**src/rtl/i2c_dac_pkg.sv**
```systemverilog
// Shared types and constants for the I2C DAC write target.
package i2c_dac_pkg;

   typedef enum logic [3:0] {
      ST_IDLE,
      ST_ADDR,
      ST_ACK_A,
      ST_CMD,
      ST_ACK_C,
      ST_DATA_HI,
      ST_ACK_H,
      ST_DATA_LO,
      ST_ACK_L,
      ST_DONE,
      ST_IGNORE
   } state_t;

   localparam logic [4:0] CMD_PREFIX   = 5'b00001;
   localparam logic [6:0] DEF_DEV_ADDR = 7'h2A;
   localparam int         DEF_CODE_W   = 12;

   // Only the low nibble of the HI byte carries code bits.
   localparam int HI_NIB_MSB = 3;
   localparam int HI_NIB_LSB = 0;

   // States where a START/STOP abandons a partially received frame.
   function automatic logic in_frame(input state_t s);
      return !(s inside {ST_IDLE, ST_DONE, ST_IGNORE});
   endfunction

endpackage

```
**src/rtl/i2c_line_sync.sv**
```systemverilog
// SCL/SDA synchronizers plus START/STOP and SCL edge strobes.
module i2c_line_sync #(
   parameter int SYNC_STAGES = 2
) (
   input  logic clk,
   input  logic resetn,
   input  logic scl_i,
   input  logic sda_i,
   output logic sda_s,
   output logic start,
   output logic stop,
   output logic scl_rise,
   output logic scl_fall
);

   logic [SYNC_STAGES-1:0] scl_sync;
   logic [SYNC_STAGES-1:0] sda_sync;
   logic                   scl_s;
   logic                   scl_d;
   logic                   sda_d;

   // Reset to the idle bus level so releasing reset never fakes an edge.
   always_ff @(posedge clk or negedge resetn) begin
      if (!resetn) begin
         scl_sync <= '1;
         sda_sync <= '1;
         scl_d    <= 1'b1;
         sda_d    <= 1'b1;
      end else begin
         scl_sync <= {scl_sync[SYNC_STAGES-2:0], scl_i};
         sda_sync <= {sda_sync[SYNC_STAGES-2:0], sda_i};
         scl_d    <= scl_s;
         sda_d    <= sda_s;
      end
   end

   assign scl_s    = scl_sync[SYNC_STAGES-1];
   assign sda_s    = sda_sync[SYNC_STAGES-1];
   assign start    = scl_s & scl_d & sda_d & ~sda_s;
   assign stop     = scl_s & scl_d & ~sda_d & sda_s;
   assign scl_rise = scl_s & ~scl_d;
   assign scl_fall = ~scl_s & scl_d;

endmodule

```
**src/rtl/i2c_dac_target.sv**
```systemverilog
// Write-only I2C DAC target: frame decode, ACK drive, shadow/active code
// registers with level-sensitive LDAC transfer.
module i2c_dac_target
   import i2c_dac_pkg::*;
#(
   parameter logic [6:0] DEV_ADDR    = DEF_DEV_ADDR,
   parameter int         NUM_CH      = 8,
   parameter int         CODE_W      = DEF_CODE_W,
   parameter int         SYNC_STAGES = 2
) (
   input  logic                       clk,
   input  logic                       resetn,
   input  logic                       scl_i,
   input  logic                       sda_i,
   output logic                       sda_oe,
   input  logic                       ldac_n,
   output logic                       wr_valid,
   output logic [2:0]                 wr_ch,
   output logic [CODE_W-1:0]          wr_code,
   output logic                       frame_err,
   output logic                       busy,
   output logic [NUM_CH*CODE_W-1:0]   dac_code
);

   // state      | meaning
   // IDLE       | bus free, waiting for START
   // ADDR/CMD   | shifting address / command byte
   // DATA_HI/LO | shifting code bytes
   // ACK_x      | pulling SDA low for the ACK bit of the previous byte
   // DONE       | frame committed; any further byte is NACKed
   // IGNORE     | not addressed or rejected; wait for START/STOP

   state_t              state;
   state_t              state_nx;
   logic                sda_s;
   logic                start;
   logic                stop;
   logic                scl_rise;
   logic                scl_fall;
   logic [7:0]          shift;
   logic [2:0]          bit_cnt;
   logic                byte_rdy;
   logic [2:0]          ch_q;
   logic [3:0]          hi_q;
   logic                addr_ok;
   logic                cmd_ok;
   logic                shift_en;
   logic                commit;
   logic                err_evt;
   logic [CODE_W-1:0]   new_code;
   logic [SYNC_STAGES-1:0] ldac_sync;
   logic                ldac_s;
   logic [CODE_W-1:0]   shadow [NUM_CH];
   logic [CODE_W-1:0]   active [NUM_CH];

   i2c_line_sync #(.SYNC_STAGES(SYNC_STAGES)) u_line_sync (
      .clk      (clk),
      .resetn   (resetn),
      .scl_i    (scl_i),
      .sda_i    (sda_i),
      .sda_s    (sda_s),
      .start    (start),
      .stop     (stop),
      .scl_rise (scl_rise),
      .scl_fall (scl_fall)
   );

   assign addr_ok  = (shift == {DEV_ADDR, 1'b0});
   assign cmd_ok   = (shift[7:3] == CMD_PREFIX) && (int'(shift[2:0]) < NUM_CH);
   assign shift_en = state inside {ST_ADDR, ST_CMD, ST_DATA_HI, ST_DATA_LO, ST_DONE};
   assign new_code = {hi_q, shift};

   always_ff @(posedge clk or negedge resetn) begin
      if (!resetn) state <= ST_IDLE;
      else         state <= state_nx;
   end

   always_comb begin
      state_nx = state;
      if (start) begin
         state_nx = ST_ADDR;
      end else if (stop) begin
         state_nx = ST_IDLE;
      end else if (scl_fall) begin
         case (state)
            ST_ADDR:    if (byte_rdy) state_nx = addr_ok ? ST_ACK_A : ST_IGNORE;
            ST_ACK_A:   state_nx = ST_CMD;
            ST_CMD:     if (byte_rdy) state_nx = cmd_ok ? ST_ACK_C : ST_IGNORE;
            ST_ACK_C:   state_nx = ST_DATA_HI;
            ST_DATA_HI: if (byte_rdy) state_nx = ST_ACK_H;
            ST_ACK_H:   state_nx = ST_DATA_LO;
            ST_DATA_LO: if (byte_rdy) state_nx = ST_ACK_L;
            ST_ACK_L:   state_nx = ST_DONE;
            ST_DONE:    if (byte_rdy) state_nx = ST_IGNORE;
            default:    state_nx = state;
         endcase
      end
   end

   // sda_oe decodes straight from the async-reset state register, so reset
   // releases the line without waiting for a clock.
   always_comb begin
      sda_oe  = state inside {ST_ACK_A, ST_ACK_C, ST_ACK_H, ST_ACK_L};
      busy    = (state != ST_IDLE);
      commit  = 1'b0;
      err_evt = 1'b0;
      if (start || stop) begin
         err_evt = in_frame(state);
      end else if (scl_fall) begin
         commit  = (state == ST_ACK_L);
         err_evt = byte_rdy && (((state == ST_CMD) && !cmd_ok) || (state == ST_DONE));
      end
   end

   always_ff @(posedge clk or negedge resetn) begin
      if (!resetn) begin
         shift    <= '0;
         bit_cnt  <= '0;
         byte_rdy <= 1'b0;
         ch_q     <= '0;
         hi_q     <= '0;
      end else if (start || stop) begin
         bit_cnt  <= '0;
         byte_rdy <= 1'b0;
      end else if (scl_rise && shift_en) begin
         shift   <= {shift[6:0], sda_s};
         bit_cnt <= bit_cnt + 3'd1;
         if (bit_cnt == 3'd7) byte_rdy <= 1'b1;
      end else if (scl_fall) begin
         byte_rdy <= 1'b0;
         if (byte_rdy && (state == ST_CMD))     ch_q <= shift[2:0];
         if (byte_rdy && (state == ST_DATA_HI)) hi_q <= shift[HI_NIB_MSB:HI_NIB_LSB];
      end
   end

   always_ff @(posedge clk or negedge resetn) begin
      if (!resetn) begin
         wr_valid  <= 1'b0;
         frame_err <= 1'b0;
         wr_ch     <= '0;
         wr_code   <= '0;
         for (int n = 0; n < NUM_CH; n++) shadow[n] <= '0;
      end else begin
         wr_valid  <= commit;
         frame_err <= err_evt;
         if (commit) begin
            wr_ch        <= ch_q;
            wr_code      <= new_code;
            shadow[ch_q] <= new_code;
         end
      end
   end

   always_ff @(posedge clk or negedge resetn) begin
      if (!resetn) ldac_sync <= '1;
      else         ldac_sync <= {ldac_sync[SYNC_STAGES-2:0], ldac_n};
   end

   assign ldac_s = ldac_sync[SYNC_STAGES-1];

   // Copy reads shadow before any same-cycle write lands.
   always_ff @(posedge clk or negedge resetn) begin
      if (!resetn) begin
         for (int n = 0; n < NUM_CH; n++) active[n] <= '0;
      end else if (!ldac_s) begin
         for (int n = 0; n < NUM_CH; n++) active[n] <= shadow[n];
      end
   end

   for (genvar n = 0; n < NUM_CH; n++) begin : g_dac
      assign dac_code[n*CODE_W +: CODE_W] = active[n];
   end

endmodule

```
**config.mk**
```make
export PLATFORM = sky130hd
export DESIGN_NAME = i2c_dac_target
export DESIGN_NICKNAME = d
export VERILOG_FILES = /design/src/rtl/i2c_dac_pkg.sv /design/src/rtl/i2c_line_sync.sv /design/src/rtl/i2c_dac_target.sv
export SDC_FILE = /design/constraint.sdc
export NUM_CORES = 1
export LEC_CHECK = 0
export CAP_MARGIN = 10
export CORE_ASPECT_RATIO = 0.9
export CORE_UTILIZATION = 59
export DETAILED_ROUTE_END_ITERATION = 6
export PLACE_DENSITY = 0.91
export SYNTH_ARGS = -nofsm -noshare
export SYNTH_HDL_FRONTEND = slang
export SYNTH_SLANG_ARGS = --single-unit
export TNS_END_PERCENT = 10
```
**constraint.sdc**
```tcl
create_clock -name clk -period 4 [get_ports clk]
set_input_delay 1.2 -clock clk [delete_from_list [all_inputs] [get_ports clk]]
set_output_delay 1.2 -clock clk [all_outputs]
set_load 0.1 [all_outputs]
```
==> impl_metrics.tcl <==
set metrics [dict create \
    crit_arrival_ns 2.06 \
    cp_num_buf_inv 1 \
    cts_resized 0 \
    finalInstanceArea_um2 11300 \
    firstDrtPassIters 4 \
    grt_pass1_wl_um 30300 \
    gp_congestion 0.914 \
    cts.htree.levels 1 \
    holdBufCountCts 0 \
    final_common_cell "dfrtp_1" \
    initial_core_util_pct 60.3 \
    cts_tree "done" \
    yosys.area.top_type "dfrtp_1" \
    synth-edff-count 0 \
    antenna_cells 0 \
    grt_setup_unrepaired "no" \
    cts_max_path_buffers 3 \
    fmax_ghz 0.307 \
    avgRoutedWirePerCell_um 20.5 \
    worst_slew_pin_slew_ns 1.14 \
    critPathMaxFanout 2 \
    die_x_um 134 \
    critPathLaunchType "register" \
    path_delay_family "buffers and inverters" \
    ir_drop_v 0.000348 \
    drv_cap 0 \
    routed_wl_um 19200 \
    area_growth_pct 21.7 \
    power_leakage_uw 0.00561 \
    synth_flop_cell "dfrtp_1" \
    synth_top_area_share_pct 62.6 \
    place_area_um2 10600 \
    hold_class "register to register" \
    min_period_over_period_pct 81.4 \
    netlist-cell-type-count 42 \
    synthTopCellsByArea "dfrtp_1 (63%), mux2_2 (25%), dfstp_2 (2.3%), nand2_1 (2.0%), clkbuf_1 (0.81%)" \
    post_cts_buffers 0 \
    grt_use_total_pct 24.6 \
    ant_nets 0 \
    required_ns 2.80 \
    report.final.slew_viol_count 0 \
    clkLatencyLatePin_ns 0.50 \
    cts_sinks 240 \
    cpMaxStageDelayCell "clkdlybuf4s50_1" \
    grt_pass1_vias 5506 \
    grt_antenna_before_repair 0 \
    finalSetupViolCount 0 \
    io_pins 120 \
    hold_violations 0 \
    cts-root-buf "clkbuf_16" \
    critical_path_class "register to output port" \
    grt_max_degree 97 \
    drive_gt1_share_pct 36.7 \
    grt.overflow.total 0 \
    slowest_delay_ns 1.16 \
    vias 5274 \
    io_buffers 119 \
    drc 0 \
    skew_ns 0.0102 \
    synth-seq-cells 240 \
    die_area_um2 16200 \
    final_core_util_pct 73.4 \
    slew_headroom_pct 24.3 \
    status "completed" \
    syn-num-nets 619 \
    critPathCaptureType "output port" \
    cts_buffers 23 \
    avgSynthCellArea_um2 15.2 \
    cp_cell_sequence "clkdlybuf4s50_1" \
    power_density_nw_per_um2 449 \
    setup-tns-final_ns 0 \
    via_per_inst 5.64 \
    syn_area_um2 9270 \
    drtIter0Drc 378 \
    layout_common_cells "dfrtp_1 (232), mux2_2 (208), clkdlybuf4s50_1 (113)" \
    yosys_warnings 0 \
    die_y_um 121 \
    num_rows 43 \
    nFillCells 977 \
    dpl.hpwl_um 11800 \
    netlist_instances 612 \
    core_um2 15400 \
    fin_nets 726 \
    async_flop_share_pct 100 \
    clkTransAtPathRegs_ns 0.06 \
    yosysSeqAreaShare_pct 64.9 \
    fin_crit_ns 3.26 \
]
[worst paths after layout]
path	startpoint	endpoint	slack, ns	depth (start not counted)
max	dac_code[39]	dac_code[39]	0.74	1
min	u_line_sync.scl_sync[0]	u_line_sync.scl_sync[1]	0.36	0
max reg2reg	u_line_sync.scl_d	shadow[65]	1.28	5
min reg2reg	u_line_sync.scl_sync[0]	u_line_sync.scl_sync[1]	0.36	0
max in group asynchronous	resetn	u_line_sync.sda_d	2.47	2
min in group asynchronous	resetn	dac_code[4]	0.69	1
[per-layer routing]
| metal | track usage, % | part of all wire (%) | vias up |
|---|---|---|---|
| li1 | - | - | 2358 |
| met1 | 33.6 | 44 | 2717 |
| met2 | 40.0 | 49 | 167 |
| met3 | 5.35 | 5.9 | 32 |
| met4 | 6.88 | 2.0 | 0 |
| met5 | 0 | 0 | - |
[synthesized netlist by cell type, drive strengths merged, types with 3 or more instances]
cell type	instances
buf	19
nor2b	4
nor2	15
nand3	10
clkbuf	24
inv	3
dfstp	8
mux2	208
a22o	4
dfrtp	232
a21oi	4
nand4b	3
nand2	50
[sequential cells by signal, summed over array words and instances, names as in the netlist]
signal / count
dac_code: 96
shadow: 96
wr_code: 12
shift: 8
hi_q: 4
state: 4
bit_cnt: 3
ch_q: 3
wr_ch: 3
ldac_sync: 2
u_line_sync.scl_sync: 2
u_line_sync.sda_sync: 2
byte_rdy: 1
frame_err: 1
u_line_sync.scl_d: 1
u_line_sync.sda_d: 1
wr_valid: 1
[stage by stage]
stage | std cells | power [µW] | hold WS [ns] | worst slack (ns)
4_1_cts | 935 | 5110 | 0.356 | 0.728
3_5_place_dp | 896 | 3020 | 0.348 | 1.28
3_3_place_gp | 896 | 3000 | 0.346 | 1.29
5_1_grt | 935 | 5230 | 0.361 | 0.696
2_1_floorplan | 612 | 2820 | 0.345 | 0.849
6_report | 935 | 5070 | 0.356 | 0.743
[final cells by class]
class | instances | area [µm²] | area share [%]
tap | 202 | 253 | 2.24
inverter | 3 | 11.3 | 0.0998
multi-input combinational | 326 | 3020 | 26.8
clock inverter | 5 | 53.8 | 0.477
timing repair buffer | 125 | 1250 | 11.1
sequential | 240 | 6020 | 53.3
clock buffer | 34 | 677 | 6.00
[power breakdown]
group / internal, µW / leakage (µW) / switching [µW] / total (µW)
logic: 108 / 0.00195 / 140 / 247
clock network: 1230 / 0.000363 / 852 / 2080
registers: 2490 / 0.00330 / 249 / 2740
[cell families after synthesis]
kind of cell               count (synthesis)  synth area share (%)
DFF                                      240                  64.9
muxes                                    208                  25.3
and+or+nand+nor                           95                  5.33
buffers and inverters                     46                  2.56
AOI/OAI and AO/OA                         18                  1.43
xor gates and xnor gates                   3                 0.283
adders and majority gates                  2                 0.270
No activity file was read; power rests on OpenSTA's default activity.
